--- src/rtl/io_result_encoder_if.sv ---
// Bus bundle between the result encoder and its neighbours: the result RAM
// read port, the shared 32-bit IO data bus and the start/busy/done control.
// The master modport is the encoder side, the slave modport the environment side.
interface io_result_encoder_if #(
  parameter int ADDR_W = 64
);
  logic              start;
  logic [5:0]        count;
  logic              ram_rd;
  logic [ADDR_W-1:0] ram_addr;
  logic [63:0]       rd_data;
  logic [31:0]       data_out;
  logic              data_valid;
  logic              data_ready;
  logic              busy;
  logic              done;

  modport master (
    input  start, count, rd_data, data_ready,
    output ram_rd, ram_addr, data_out, data_valid, busy, done
  );

  modport slave (
    output start, count, rd_data, data_ready,
    input  ram_rd, ram_addr, data_out, data_valid, busy, done
  );
endinterface

--- src/rtl/io_result_encoder.sv ---
// io_result_encoder: reads COUNT fixed-point results from the result RAM,
// serialises them MSB first, run-length encodes the bit stream into
// {bit, len[2:0]} nibbles and emits packed 32-bit words (nibble 0 in
// bits[31:28], unused slots padded with 4'h0).
// Optional feature macro: IO_ENC_HEADER_EN -- when defined, the 6-bit count
// is shifted MSB first into the run encoder ahead of element 0.
module io_result_encoder #(
  parameter int                ELEM_W    = 16,
  parameter int                ADDR_W    = 64,
  parameter logic [ADDR_W-1:0] BASE_ADDR = '0,
  parameter int                MAX_RUN   = 7
) (
  input  logic                clk,
  input  logic                rst,
  io_result_encoder_if.master io
);

  localparam int         BW      = $clog2(ELEM_W + 1);
  localparam logic [2:0] MAX_LEN = 3'(MAX_RUN);

  typedef enum logic [2:0] {
    S_IDLE, S_FETCH, S_WAIT, S_SHIFT, S_FLUSH, S_EMIT
  } state_t;

  state_t            state_q;
  logic [5:0]        cnt_q;
  logic [5:0]        idx_q;
  logic [ELEM_W-1:0] sreg_q;
  logic [BW-1:0]     bits_q;
  logic              ram_rd_q;
  logic [ADDR_W-1:0] addr_q;
  logic              busy_q;
  logic              done_q;
`ifdef IO_ENC_HEADER_EN
  logic              hdr_q;
`endif

  // run encoder and word buffer state, with next-state values
  logic        run_bit_q, run_bit_d;
  logic [2:0]  run_len_q, run_len_d;
  logic [31:0] buf_q,     buf_d;
  logic [2:0]  nib_q,     nib_d;
  logic [31:0] dout_q,    dout_d;
  logic        dv_q,      dv_d;

  logic        stall, accept, shift_go, flush_go, cur_bit, close, push;
  logic [5:0]  next_idx;
  logic        unused_ok;

  // Only the low ELEM_W bits of the RAM word carry the result.
  assign unused_ok = ^io.rd_data[63:ELEM_W];
  assign next_idx  = idx_q + 6'd1;

  // Place nibble n into word slot 'slot' (slot 0 = bits[31:28]).
  function automatic logic [31:0] put_nibble(input logic [31:0] w,
                                             input logic [2:0]  slot,
                                             input logic [3:0]  n);
    return w | ({n, 28'h0} >> {slot, 2'b00});
  endfunction

  // Run-length encoder, nibble packing and output word hand-off.
  always_comb begin
    stall     = dv_q && !io.data_ready;
    accept    = dv_q && io.data_ready;
    shift_go  = (state_q == S_SHIFT) && !stall;
    flush_go  = (state_q == S_FLUSH) && !stall;
    cur_bit   = sreg_q[ELEM_W-1];
    run_bit_d = run_bit_q;
    run_len_d = run_len_q;
    buf_d     = buf_q;
    nib_d     = nib_q;
    dout_d    = dout_q;
    dv_d      = accept ? 1'b0 : dv_q;
    close     = 1'b0;
    push      = 1'b0;
    if (shift_go) begin
      if ((run_len_q != 3'd0) && (cur_bit == run_bit_q) && (run_len_q < MAX_LEN)) begin
        run_len_d = run_len_q + 3'd1;
      end else begin
        close     = (run_len_q != 3'd0);
        run_bit_d = cur_bit;
        run_len_d = 3'd1;
      end
    end else if (flush_go) begin
      close     = (run_len_q != 3'd0);
      run_bit_d = 1'b0;
      run_len_d = 3'd0;
    end
    if (close) begin
      buf_d = put_nibble(buf_q, nib_q, {run_bit_q, run_len_q});
      nib_d = nib_q + 3'd1;
    end
    // Full word, or a partially filled word at the end of the stream.
    push = (close && (nib_q == 3'd7)) || (flush_go && (close || (nib_q != 3'd0)));
    if (push) begin
      dout_d = buf_d;
      dv_d   = 1'b1;
      buf_d  = '0;
      nib_d  = 3'd0;
    end
  end

  // Transfer sequencer with registered outputs; also commits encoder state.
  always_ff @(posedge clk) begin
    if (rst) begin
      state_q   <= S_IDLE;
      cnt_q     <= '0;
      idx_q     <= '0;
      sreg_q    <= '0;
      bits_q    <= '0;
      ram_rd_q  <= 1'b0;
      addr_q    <= '0;
      busy_q    <= 1'b0;
      done_q    <= 1'b0;
      run_bit_q <= 1'b0;
      run_len_q <= '0;
      buf_q     <= '0;
      nib_q     <= '0;
      dout_q    <= '0;
      dv_q      <= 1'b0;
`ifdef IO_ENC_HEADER_EN
      hdr_q     <= 1'b0;
`endif
    end else begin
      run_bit_q <= run_bit_d;
      run_len_q <= run_len_d;
      buf_q     <= buf_d;
      nib_q     <= nib_d;
      dout_q    <= dout_d;
      dv_q      <= dv_d;
      done_q    <= 1'b0;
      ram_rd_q  <= 1'b0;
      case (state_q)
        S_IDLE: begin
          if (io.start) begin
            cnt_q  <= io.count;
            idx_q  <= '0;
            busy_q <= 1'b1;
`ifdef IO_ENC_HEADER_EN
            sreg_q  <= {io.count, {(ELEM_W-6){1'b0}}};
            bits_q  <= BW'(6);
            hdr_q   <= 1'b1;
            state_q <= S_SHIFT;
`else
            if (io.count == 6'd0) begin
              state_q <= S_EMIT;
            end else begin
              ram_rd_q <= 1'b1;
              addr_q   <= BASE_ADDR;
              state_q  <= S_FETCH;
            end
`endif
          end
        end
        S_FETCH: state_q <= S_WAIT;
        S_WAIT: begin
          sreg_q  <= io.rd_data[ELEM_W-1:0];
          bits_q  <= BW'(ELEM_W);
          state_q <= S_SHIFT;
        end
        S_SHIFT: begin
          if (shift_go) begin
            sreg_q <= {sreg_q[ELEM_W-2:0], 1'b0};
            bits_q <= bits_q - BW'(1);
            if (bits_q == BW'(1)) begin
`ifdef IO_ENC_HEADER_EN
              if (hdr_q) begin
                hdr_q <= 1'b0;
                if (cnt_q != 6'd0) begin
                  ram_rd_q <= 1'b1;
                  addr_q   <= BASE_ADDR;
                  state_q  <= S_FETCH;
                end else begin
                  state_q <= S_FLUSH;
                end
              end else
`endif
              begin
                idx_q <= next_idx;
                if (next_idx < cnt_q) begin
                  ram_rd_q <= 1'b1;
                  addr_q   <= BASE_ADDR + ADDR_W'({next_idx, 2'b00});
                  state_q  <= S_FETCH;
                end else begin
                  state_q <= S_FLUSH;
                end
              end
            end
          end
        end
        S_FLUSH: begin
          if (flush_go) state_q <= S_EMIT;
        end
        S_EMIT: begin
          if (!dv_q || io.data_ready) begin
            done_q  <= 1'b1;
            busy_q  <= 1'b0;
            state_q <= S_IDLE;
          end
        end
        default: state_q <= S_IDLE;
      endcase
    end
  end

  assign io.ram_rd     = ram_rd_q;
  assign io.ram_addr   = addr_q;
  assign io.data_out   = dout_q;
  assign io.data_valid = dv_q;
  assign io.busy       = busy_q;
  assign io.done       = done_q;

endmodule

--- src/flat_wrapper.sv ---
// flat-port wrapper written by rule: the top's interface ports become plain ports
module io_result_encoder_flat 
#(
  parameter int                ELEM_W    = 16,
  parameter int                ADDR_W    = 64,
  parameter logic [ADDR_W-1:0] BASE_ADDR = '0,
  parameter int                MAX_RUN   = 7
)
  (clk, rst, io_start, io_count, io_rd_data, io_data_ready, io_ram_rd, io_ram_addr, io_data_out, io_data_valid, io_busy, io_done);
  io_result_encoder_if #(.ADDR_W(ADDR_W)) io_i ();
  input  logic clk;
  input  logic rst;
  input wire logic [$bits(io_i.start)-1:0] io_start;
  input wire logic [$bits(io_i.count)-1:0] io_count;
  input wire logic [$bits(io_i.rd_data)-1:0] io_rd_data;
  input wire logic [$bits(io_i.data_ready)-1:0] io_data_ready;
  output wire logic [$bits(io_i.ram_rd)-1:0] io_ram_rd;
  output wire logic [$bits(io_i.ram_addr)-1:0] io_ram_addr;
  output wire logic [$bits(io_i.data_out)-1:0] io_data_out;
  output wire logic [$bits(io_i.data_valid)-1:0] io_data_valid;
  output wire logic [$bits(io_i.busy)-1:0] io_busy;
  output wire logic [$bits(io_i.done)-1:0] io_done;
  assign io_i.start = io_start;
  assign io_i.count = io_count;
  assign io_i.rd_data = io_rd_data;
  assign io_i.data_ready = io_data_ready;
  assign io_ram_rd = io_i.ram_rd;
  assign io_ram_addr = io_i.ram_addr;
  assign io_data_out = io_i.data_out;
  assign io_data_valid = io_i.data_valid;
  assign io_busy = io_i.busy;
  assign io_done = io_i.done;
  io_result_encoder #(.ELEM_W(ELEM_W), .ADDR_W(ADDR_W), .BASE_ADDR(BASE_ADDR), .MAX_RUN(MAX_RUN)) u_core (.clk(clk), .rst(rst), .io(io_i));
endmodule
--- config.mk ---
export PLATFORM = sky130hd
export DESIGN_NAME = io_result_encoder_flat
export DESIGN_NICKNAME = d
export VERILOG_FILES = /design/src/rtl/io_result_encoder_if.sv /design/src/rtl/io_result_encoder.sv /design/src/flat_wrapper.sv
export SDC_FILE = /design/constraint.sdc
export NUM_CORES = 1
export LEC_CHECK = 0
export ABC_AREA = 0
export CORE_MARGIN = 4
export CORE_UTILIZATION = 40
export DETAILED_ROUTE_END_ITERATION = 7
export PLACE_DENSITY = 0.71
export SYNTH_ARGS = -nofsm -noshare
export SYNTH_HDL_FRONTEND = slang
export SYNTH_SLANG_ARGS = --single-unit
--- constraint.sdc ---
create_clock -name clk -period 4.11 [get_ports clk]
set_clock_uncertainty 0.05 [all_clocks]
set_input_delay 0.411 -clock clk [delete_from_list [all_inputs] [get_ports clk]]
set_output_delay 0.411 -clock clk [all_outputs]
set_load 0.05 [all_outputs]
==> flow_metrics.tcl <==
set metrics [dict create \
    core-area_um2 12700 \
    clockRootBuffer "clkbuf_16" \
    fin_crit_sh_pct 68.0 \
    grt_pass1_wl_um 19000 \
    dp_hpwl_um 7860 \
    yosysWarnings 0 \
    area_growth_pct 21.1 \
    drv_cap 0 \
    dieArea_um2 14900 \
    ys.flop_type "dfxtp_1" \
    ys_seq_area_share_pct 44.9 \
    clock_path_buffers 2 \
    max_stage_delay_ns 0.45 \
    vias 4227 \
    power_mw 2.98 \
    finalNonFillerCells 843 \
    crit_family "compound AO/OA/AOI/OAI gates" \
    cp-end-kind "register" \
    hold_viol_final 0 \
    n_antenna_cell 0 \
    yosys-top-cells-area "dfxtp_1 (45%), buf_4 (8.3%), nor2_1 (7.6%)" \
    drc 0 \
    ant_nets 0 \
    yosysUniqueCellTypes 52 \
    yosys.cell_count.top_type "dfxtp_1" \
    grt_pass1_vias 4141 \
    cp_data_arrival_time_ns 3.07 \
    slew_headroom_pct 34.3 \
    postCtsHoldBufs 0 \
    drive_gt1_share_pct 6.26 \
    grt_overflow_total 0 \
    track_usage_pct 15.8 \
    cp_common_cell "ha_1" \
    initial_core_util_pct 41.0 \
    cts.repair.resized 0 \
    slew_viol_final 0 \
    port-buffer-count 67 \
    synth_edf_count 0 \
    synth_top_family_by_area "simple AND/OR/NAND/NOR gates" \
    path_max_fanout 8 \
    leakagePower_nw 2.35 \
    clkTransAtPathRegs_ns 0.05 \
    synthesis.area_um2 5220 \
    critPathSlowestCell "dfxtp_1" \
    timing.final.crit_period_ns 2.80 \
    routed_wl_um 11300 \
    dieHeight_um 122 \
    post_drt_wl_per_cell_um 13.4 \
    grt_max_degree 65 \
    io_pins 174 \
    ys_async_sr_fraction_pct 0 \
    clock-sinks 117 \
    synth_cells 611 \
    grt_antenna_before_repair 0 \
    min_path_type "register to register" \
    h-tree-depth 4 \
    chipWidth_um 122 \
    ir_worst_vdd_uv 301 \
    fmax_ghz 0.358 \
    synthXorXnorAreaFrac_pct 1.51 \
    synth_mux_area_share_pct 1.56 \
    cp_data_required_time_ns 4.38 \
    cts_setup_buffers 0 \
    grt_setup_unrepaired "no" \
    synth_top_area_share_pct 44.9 \
    synth_top_area_cell "dfxtp_1" \
    dp_cells 811 \
    cp-start-kind "register" \
    path_cells "ha_1 > nand3_1 > xor2_1 > inv_1 > ha_1 > nand2_1 > o21ai_0 > a211o_1 > or4_1 > a21oi_1" \
    gp_congestion 0.799 \
    outcome "finished clean" \
    row_count 41 \
    cts_buffers 17 \
    synth_compound_area_share_pct 17.8 \
    insertion_delay_ns 0.41 \
    drt_iter0_drc 198 \
    viasPerCell 5.01 \
    synthSimpleGateAreaFrac_pct 18.2 \
    cp_num_buf_inv 1 \
    dr.pass1.iters 4 \
    tightest_slew_ns 0.983 \
    synthTopCellsByCount "dfxtp_1 (117), nor2_1 (105), buf_4 (58), nand2_1 (47), a211oi_1 (34)" \
    setup_viol 0 \
    yosys_register_bits 117 \
    cts_tree "built" \
    synth.avg_cell_area_um2 8.54 \
    setup_tns_ns 0 \
    nets 745 \
    power_density_nw_per_um2 471 \
    crit_type "register to register" \
    synthAdderAreaFrac_pct 3.12 \
]
## where the power goes
part	internal, mW	switching (mW)	total (mW)
combinational	0.0870	0.249	0.336
sequential	1.17	0.0310	1.20
clock	0.914	0.527	1.44
total	2.17	0.807	2.98
## state kept, by name, summed over array words and instances, names as in the netlist, 3 cells and up
register	count
u_core.state_q	3
u_core.io.ram_addr	6
u_core.cnt_q	6
u_core.buf_q	32
u_core.io.data_out	32
u_core.nib_q	3
u_core.bits_q	5
u_core.sreg_q	16
u_core.run_len_q	3
u_core.idx_q	6
## worst reg2reg max path: cells and delay by family (launching register included)
kind,cells,cell delay [ns]
AND/OR/NAND/NOR,3,0.61
adder cells (fa/ha/maj),2,0.59
XOR/XNOR,1,0.15
buffers and inverters,1,0.10
AO/OA/AOI/OAI,3,0.76
flip-flops,1,0.45
## routing by layer
metal / part of all wire (%) / global-route usage (%) / up-vias
met5: 0 / 0 / -
met4: 0.60 / 5.39 / 0
met3: 7.1 / 5.53 / 4
met2: 49 / 26.0 / 161
met1: 43 / 19.3 / 1941
li1: - / - / 2121
## stage by stage
| step | instance area (um2) | setup WS, ns | hold slack [ns] | util (%) |
|---|---|---|---|---|
| after floorplan | 5430 | 1.72 | 0.374 | - |
| after global placement | 5730 | 1.33 | 0.404 | 45.0 |
| after CTS | 6320 | 1.35 | 0.417 | 49.7 |
| after global routing | 6320 | 1.11 | 0.440 | 49.7 |
| after detailed placement | 5730 | 1.27 | 0.409 | 45.0 |
| final | 6320 | 1.31 | 0.416 | 49.7 |
## worst paths after layout
check | cells past startpoint | slack [ns] | to | startpoint
setup reg to reg | 10 | 1.31 | u_core.io.ram_addr[2] | u_core.idx_q[0]
hold / removal | 2 | 0.42 | u_core.idx_q[5] | u_core.idx_q[5]
setup / recovery | 10 | 1.31 | u_core.io.ram_addr[2] | u_core.idx_q[0]
hold reg to reg | 2 | 0.42 | u_core.idx_q[5] | u_core.idx_q[5]
## kinds of logic (layout without fill, tap and decap cells)
kind of cell               count (synthesis)  count (layout)
xor gates and xnor gates                   9               9
buffers and inverters                    116             119
other                                      1              58
muxes                                      8               8
adders and majority gates                 13              13
and+or+nand+nor                          211             211
AOI/OAI and AO/OA                        136             136
DFF                                      117             117
## cells in the final DEF, fill, tap and decap left out, types with 2 or more instances in the layout
| cell | count |
|---|---|
| dfxtp_1 | 117 |
| nor2_1 | 105 |
| clkdlybuf4s50_1 | 66 |
| conb_1 | 58 |
| nand2_1 | 47 |
| a211oi_1 | 34 |
| a31oi_1 | 33 |
| a21oi_1 | 27 |
| clkbuf_16 | 17 |
| inv_1 | 16 |
| a311oi_1 | 15 |
| ha_1 | 13 |
| nand3_1 | 12 |
| o21ai_0 | 11 |
| nor3_1 | 9 |
| mux2i_1 | 7 |
| nand2b_1 | 6 |
| nand4_1 | 6 |
| xor2_1 | 5 |
| and3_1 | 5 |
| nor4_1 | 4 |
| xnor2_1 | 4 |
| clkinvlp_4 | 4 |
| buf_4 | 4 |
| inv_6 | 3 |
| clkinv_4 | 3 |
| and2_1 | 2 |
| nor2b_1 | 2 |
| nor3b_1 | 2 |
| or3_1 | 2 |
| o211ai_1 | 2 |
| o311a_1 | 2 |
| bufinv_16 | 2 |
## layout make-up
class / count / area (um2)
inverters: 16 / 60.1
well taps: 172 / 215
repair buffers: 71 / 696
clock inverters: 13 / 148
clock buffers: 19 / 443
flip-flops and latches: 117 / 2340
fillers: 1240 / 6400
multi-input cells: 435 / 2420
No activity file was read; power rests on OpenSTA's default activity.
